===== config.mk =====
export PLATFORM = sky130hd
export DESIGN_NAME = mmio_device_select
export DESIGN_NICKNAME = d
export VERILOG_FILES = /design/src/rtl/mmio_device_select.sv
export SDC_FILE = /design/constraint.sdc
export NUM_CORES = 1
export LEC_CHECK = 0
export BUFFER_PORTS_ARGS = -buffer_cell sky130_fd_sc_hd__buf_4
export CAP_MARGIN = 20
export CORE_ASPECT_RATIO = 1.25
export CORE_MARGIN = 2
export CORE_UTILIZATION = 50
export DETAILED_ROUTE_END_ITERATION = 10
export PLACE_DENSITY = 0.81
export RECOVER_POWER = 25
export SLEW_MARGIN = 20
export SYNTH_ARGS = -nofsm -noshare
export SYNTH_HDL_FRONTEND = slang
export SYNTH_SLANG_ARGS = --single-unit

===== constraint.sdc =====
create_clock -name clk -period 2.7 [get_ports clk]
set_clock_uncertainty 0.2 [all_clocks]
set_input_delay 0.405 -clock clk [delete_from_list [all_inputs] [get_ports clk]]
set_output_delay 0.405 -clock clk [all_outputs]
set_load 0.05 [all_outputs]

===== src/rtl/mmio_device_select.sv =====
// Purpose: address decoder / handshake bridge between the core data port and up to 8 MMIO devices.
// Latency: Ack 1 cycle after Req for misses and fault-register accesses; 1+k cycles for a device that is ready after k cycles.
// Backpressure: core holds Req_i until Ack_o; the device stalls via Dev_Ready_i, bounded by a TIMEOUT-cycle watchdog.
//
// Ports:
//   clk, reset                  - clock, synchronous active-high reset
//   Req_i, We_i, Address_i,
//   Write_Data_i                - core request; sampled only while idle
//   Data_Out_Read, Ack_o, Err_o - registered response; Ack_o is a one-cycle pulse, Err_o valid with it
//   Dev_Sel_o, Dev_We_o,
//   Dev_Re_o, Dev_Write_Data_o  - device-side strobes, held for the whole access
//   Dev_Read_Data_i,
//   Dev_Ready_i                 - per-device read data and completion
module mmio_device_select #(
  parameter int DATA_WIDTH = 32,
  parameter int ADDR_WIDTH = 32,
  parameter int NUM_DEV    = 4,
  parameter logic [NUM_DEV*ADDR_WIDTH-1:0] DEV_BASE =
    {32'h7FFF0000, 32'h04000000, 32'h10010000, 32'h10010020},
  parameter logic [NUM_DEV*ADDR_WIDTH-1:0] DEV_MASK =
    {32'hFFFF0000, 32'hFFC00000, 32'hFFFFF000, 32'hFFFFFFE0},
  parameter logic [ADDR_WIDTH-1:0] FAULT_BASE = 32'h10011000,
  parameter int TIMEOUT = 16
) (
  input  logic                          clk,
  input  logic                          reset,
  input  logic                          Req_i,
  input  logic                          We_i,
  input  logic [ADDR_WIDTH-1:0]         Address_i,
  input  logic [DATA_WIDTH-1:0]         Write_Data_i,
  output logic [DATA_WIDTH-1:0]         Data_Out_Read,
  output logic                          Ack_o,
  output logic                          Err_o,
  output logic [NUM_DEV-1:0]            Dev_Sel_o,
  output logic                          Dev_We_o,
  output logic                          Dev_Re_o,
  output logic [DATA_WIDTH-1:0]         Dev_Write_Data_o,
  input  logic [NUM_DEV*DATA_WIDTH-1:0] Dev_Read_Data_i,
  input  logic [NUM_DEV-1:0]            Dev_Ready_i
);

  localparam int IDX_W = (NUM_DEV > 1) ? $clog2(NUM_DEV) : 1;
  localparam int CNT_W = (TIMEOUT > 1) ? $clog2(TIMEOUT + 1) : 1;
  localparam logic [ADDR_WIDTH-1:0] FAULT_STAT = FAULT_BASE + ADDR_WIDTH'(4);
  localparam logic [CNT_W-1:0]      CNT_LAST   = CNT_W'(TIMEOUT - 1);

  typedef enum logic [1:0] {
    S_IDLE,
    S_ACCESS,
    S_RESP
  } state_t;

  state_t                 state;
  logic                   we_q;
  logic [ADDR_WIDTH-1:0]  addr_q;
  logic [DATA_WIDTH-1:0]  wdata_q;
  logic [IDX_W-1:0]       idx_q;
  logic [CNT_W-1:0]       cnt;

  // Captured fault: address plus sticky status bits
  logic [ADDR_WIDTH-1:0]  fault_addr;
  logic                   st_valid;
  logic                   st_unmapped;
  logic                   st_timeout;

  logic                   hit;
  logic [IDX_W-1:0]       hit_idx;
  logic                   sel_ready;
  logic [DATA_WIDTH-1:0]  sel_rdata;

  // Window decode; scanning downward lets the lowest matching index win.
  always_comb begin
    hit     = 1'b0;
    hit_idx = '0;
    for (int i = NUM_DEV - 1; i >= 0; i--) begin
      if ((Address_i & DEV_MASK[i*ADDR_WIDTH +: ADDR_WIDTH]) ==
          (DEV_BASE[i*ADDR_WIDTH +: ADDR_WIDTH] & DEV_MASK[i*ADDR_WIDTH +: ADDR_WIDTH])) begin
        hit     = 1'b1;
        hit_idx = IDX_W'(i);
      end
    end
  end

  // Only the latched device's ready and read data are looked at.
  always_comb begin
    sel_ready = 1'b0;
    sel_rdata = '0;
    for (int i = 0; i < NUM_DEV; i++) begin
      if (idx_q == IDX_W'(i)) begin
        sel_ready = Dev_Ready_i[i];
        sel_rdata = Dev_Read_Data_i[i*DATA_WIDTH +: DATA_WIDTH];
      end
    end
  end

  // Device-side strobes depend only on registered state, never directly on inputs.
  always_comb begin
    Dev_Sel_o        = '0;
    Dev_We_o         = 1'b0;
    Dev_Re_o         = 1'b0;
    Dev_Write_Data_o = '0;
    if (state == S_ACCESS) begin
      Dev_Sel_o = NUM_DEV'(1) << idx_q;
      Dev_We_o  = we_q;
      Dev_Re_o  = ~we_q;
      if (we_q) begin
        Dev_Write_Data_o = wdata_q;
      end
    end
  end

  always_ff @(posedge clk) begin
    if (reset) begin
      state         <= S_IDLE;
      we_q          <= 1'b0;
      addr_q        <= '0;
      wdata_q       <= '0;
      idx_q         <= '0;
      cnt           <= '0;
      fault_addr    <= '0;
      st_valid      <= 1'b0;
      st_unmapped   <= 1'b0;
      st_timeout    <= 1'b0;
      Data_Out_Read <= '0;
      Ack_o         <= 1'b0;
      Err_o         <= 1'b0;
    end else begin
      Ack_o <= 1'b0;
      Err_o <= 1'b0;
      case (state)
        S_IDLE: begin
          if (Req_i) begin
            we_q    <= We_i;
            addr_q  <= Address_i;
            wdata_q <= Write_Data_i;
            // Fault registers shadow any device window that overlaps them.
            if (Address_i == FAULT_BASE || Address_i == FAULT_STAT) begin
              state <= S_RESP;
              Ack_o <= 1'b1;
              if (!We_i) begin
                if (Address_i == FAULT_BASE) begin
                  Data_Out_Read <= DATA_WIDTH'(fault_addr);
                end else begin
                  Data_Out_Read <= DATA_WIDTH'({st_timeout, st_unmapped, st_valid});
                  // Read-to-clear, using the pre-clear value loaded above
                  st_valid    <= 1'b0;
                  st_unmapped <= 1'b0;
                  st_timeout  <= 1'b0;
                end
              end else if (Address_i == FAULT_STAT) begin
                st_valid    <= 1'b0;
                st_unmapped <= 1'b0;
                st_timeout  <= 1'b0;
              end
            end else if (hit) begin
              state <= S_ACCESS;
              idx_q <= hit_idx;
              cnt   <= '0;
            end else begin
              state         <= S_RESP;
              Ack_o         <= 1'b1;
              Err_o         <= 1'b1;
              Data_Out_Read <= '0;
              fault_addr    <= Address_i;
              st_valid      <= 1'b1;
              st_unmapped   <= 1'b1;
              st_timeout    <= 1'b0;
            end
          end
        end
        S_ACCESS: begin
          // Ready is tested before the watchdog so a last-cycle ready still succeeds.
          if (sel_ready) begin
            if (!we_q) begin
              Data_Out_Read <= sel_rdata;
            end
            state <= S_RESP;
            Ack_o <= 1'b1;
          end else if (cnt == CNT_LAST) begin
            state         <= S_RESP;
            Ack_o         <= 1'b1;
            Err_o         <= 1'b1;
            Data_Out_Read <= '0;
            fault_addr    <= addr_q;
            st_valid      <= 1'b1;
            st_unmapped   <= 1'b0;
            st_timeout    <= 1'b1;
          end else begin
            cnt <= cnt + CNT_W'(1);
          end
        end
        S_RESP: begin
          state <= S_IDLE;
        end
        default: begin
          state <= S_IDLE;
        end
      endcase
    end
  end

endmodule


==> run_results.csv <==
group,metric,value,unit
sta,slew_viol_final,0,
clock_network,clk-insertion-delay-late,420,ps
place,placed_area,9607,um^2
routing,viasPerCell,5.865,
layout,layout.nets,1260,
global_routing,busiest_layer,"met2",
global_routing,overflow,0,
routing,drt-total-wl,23080,um
synthesis,yosys_most_used_dff,"dfxtp_1",
critical_path,crit_arrival,1970,ps
place,dp_hpwl,15840,um
clock_network,ctsResizeCount,0,
layout,drive_above_1_share,38.28,%
synthesis,yosysTopAreaCell,"dfxtp_1",
routing,vias,7326,
synthesis,syn-num-nets,1020,
layout,fillers,1200,
critical_path,r2r.worst_path.cells,7,
critical_path,startpoint_type,"flip-flop",
global_routing,grt_first_pass_wirelength,36890,um
routing,firstDrtPassIters,5,
global_routing,met2_usage,50.68,%
die,initial_core_util,51.25,%
pwr,powerDensity,567.8,nW/um^2
layout,area_delta_synth_final,36.93,%
critical_path,crit_type,"flip-flop to output pin",
sta,rsz0062_at_grt,"false",
layout,design_area,10110,um^2
sta,fin_crit_sh,95.19,%
global_routing,met1_usage,34.12,%
synthesis,synthTopCellsByArea,"dfxtp_1 39%, nand2_1 10%, mux4_2 10%, a21oi_1 9.4%, a311oi_2 6.1%",
clock_network,cts-root-buf,"clkbuf_16",
critical_path,r2r_slack,160,ps
job,maxCapViolCount,0,
critical_path,end_kind,"output pin",
global_routing,grt_usage,29.11,%
sta,period_minus_slack,2570,ps
clock_network,cts_htree_levels,4,
clock_network,ctsHoldBuffers,0,
synthesis,syn_inst,818,
sta,setup_violations,0,
place,place_congestion,0.8954,
routing,drtIter0Drc,536,
die,row_count,49,
synthesis,yosysUniqueCellTypes,53,
routing,remaining_drc_errors,0,
routing,wl_per_cell,18.47,um
synthesis,yosysWarnings,0,
sta,fmax,389.1,MHz
layout,most-common-layout-cells,"262 x buf_4, 201 x nand2_1, 141 x dfxtp_1",
pwr,p_leak,4.103,nW
sta,finalHoldViolCount,0,
synthesis,synth_seq_cells,143,
critical_path,crit_required,2100,ps
pwr,ir_drop,0.4522,mV
die,core-area,14410,um^2
synthesis,synth-edff-count,0,
synthesis,yosys.area.top_type_share,38.77,%
layout,antenna-diode-count,0,
synthesis,synth_area,7383,um^2
routing,ant_nets,0,
clock_network,cts_tree,"yes",
die,die_h,139.9,um
place,port_buffers,271,
critical_path,r2r_end,"Data_Out_Read[11]$_SDFFE_PP0P_",
sta,timing.hold.ws,23.35,ps
synthesis,async_flop_share,0,%
clock_network,cts_buffers,17,
sta,slew_headroom,39.38,%
die,die_w,112.7,um
worst_hold_path,worstHoldEndpoint,"wdata_q[27]$_SDFFE_PP0P_",
worst_hold_path,holdPathStages,3,
layout,final_common_cell,"buf_4",
outcome,status,"finished clean",
clock_network,cts_setup_buffers,0,
worst_hold_path,min_path_type,"primary input to flip-flop",
global_routing,antenna_found_initial,0,
synthesis,syn_avg_cell_area,9.026,um^2
layout,final_core_util,70.17,%
critical_path,r2r-start,"idx_q[0]$_SDFFE_PP0P_",
clock_network,numClockSinks,143,
die,dieArea,15760,um^2
global_routing,gr-usage-met3,7.404,%
die,design.portCount,272,
clock_network,clk_pin_slew_worst_paths,60,ps
synthesis,ys_seq_area_share,38.77,%
global_routing,grt_max_degree,54,
sta,worst_pin_slew,909.3,ps
global_routing,grt_pass1_vias,7300,
worst_hold_path,min_from,"Write_Data_i[27]",
critical_path,critical_path_peak_fanout,45,
clock_network,clockBufferDepth,2,
==> per-stage QoR <==
| stage | setup WS (ps) | instances | power (mW) | TNS, ps |
|---|---|---|---|---|
| finish | 129.8 | 1249 | 5.741 | 0 |
| detailed placement | -69.93 | 1217 | 3.286 | -1751 |
| floorplan | 60.38 | 818 | 2.879 | 0 |
| global route | 29.75 | 1249 | 5.957 | 0 |
| global placement | 5.654 | 1217 | 3.261 | 0 |
| CTS | 1.743 | 1249 | 5.799 | 0 |
==> critical path, stage by stage, from the launching register on <==
cell and delay [ps]:
dfxtp_1 530, nor2b_4 240, buf_6 330, and3_1 220
buf_4 200
==> final cells by class <==
| cell class | instances | area (um^2) | share of cell area, % |
|---|---|---|---|
| clock buffers | 22 | 484.2 | 4.790 |
| clock inverters | 10 | 157.7 | 1.559 |
| inverters | 3 | 11.26 | 0.1114 |
| multi-input cells | 588 | 4159 | 41.14 |
| flip-flops and latches | 143 | 2865 | 28.34 |
| well taps | 178 | 222.7 | 2.203 |
| repair buffers | 305 | 2210 | 21.86 |
==> report_power, final <==
part	leakage (nW)	switching, mW	internal, mW
sequential	1.18	0.0797	2.25
combinational	2.62	0.492	0.398
clock	0.308	0.883	1.64
total	4.10	1.45	4.29
==> synthesized netlist by cell type (all sizes together), types with 4 or more instances <==
cell type / instances
o21ai: 7
nand4: 6
and2: 5
nor4: 4
clkbuf: 67
a21oi: 138
and3: 38
nand3: 6
buf: 17
dfxtp: 143
a211oi: 32
mux4: 33
a22oi: 29
a311oi: 32
nor3: 7
nor2: 11
nand2: 202
==> sequential cells by signal, summed over array words and instances, names as in the netlist <==
name and cells:
Ack_o 1, st_timeout 1, Data_Out_Read 32, wdata_q 32, Err_o 1, idx_q 2, st_valid 1, cnt 5
addr_q 32, st_unmapped 1, fault_addr 32, we_q 1, state 2
==> cells by family (layout without fill, tap and decap cells) <==
logic type | count (synthesis) | after routing | synth area share (%)
buffers and inverters | 87 | 340 | 5.423
DFF | 143 | 143 | 38.77
AOI/OAI and AO/OA | 251 | 251 | 26.13
adders and majority gates | 2 | 2 | 0.3389
muxes | 36 | 36 | 10.47
and+or+nand+nor | 299 | 299 | 18.86
==> metal layers <==
| metal | wire length (um) | vias to the layer above |
|---|---|---|
| li1 | - | 3473 |
| met1 | 8915 | 3487 |
| met2 | 11580 | 319 |
| met3 | 1919 | 47 |
| met4 | 656 | 0 |
| met5 | 0 | - |
==> worst max-delay path by stage <==
stage | from | endpoint | depth (start not counted)
after detailed placement | Address_i[18] | Data_Out_Read[11]$_SDFFE_PP0P_ | 8
after floorplan | state[0]$_SDFFE_PP0P_ | Dev_Sel_o[2] | 6
final | state[0]$_SDFFE_PP0P_ | Dev_Write_Data_o[25] | 4
after global placement | Address_i[18] | fault_addr[15]$_SDFFE_PP0P_ | 7
after CTS | state[0]$_SDFFE_PP0P_ | Dev_Write_Data_o[25] | 4
after global routing | state[0]$_SDFFE_PP0P_ | Dev_Write_Data_o[25] | 4
(Power assumes the default switching activity.)
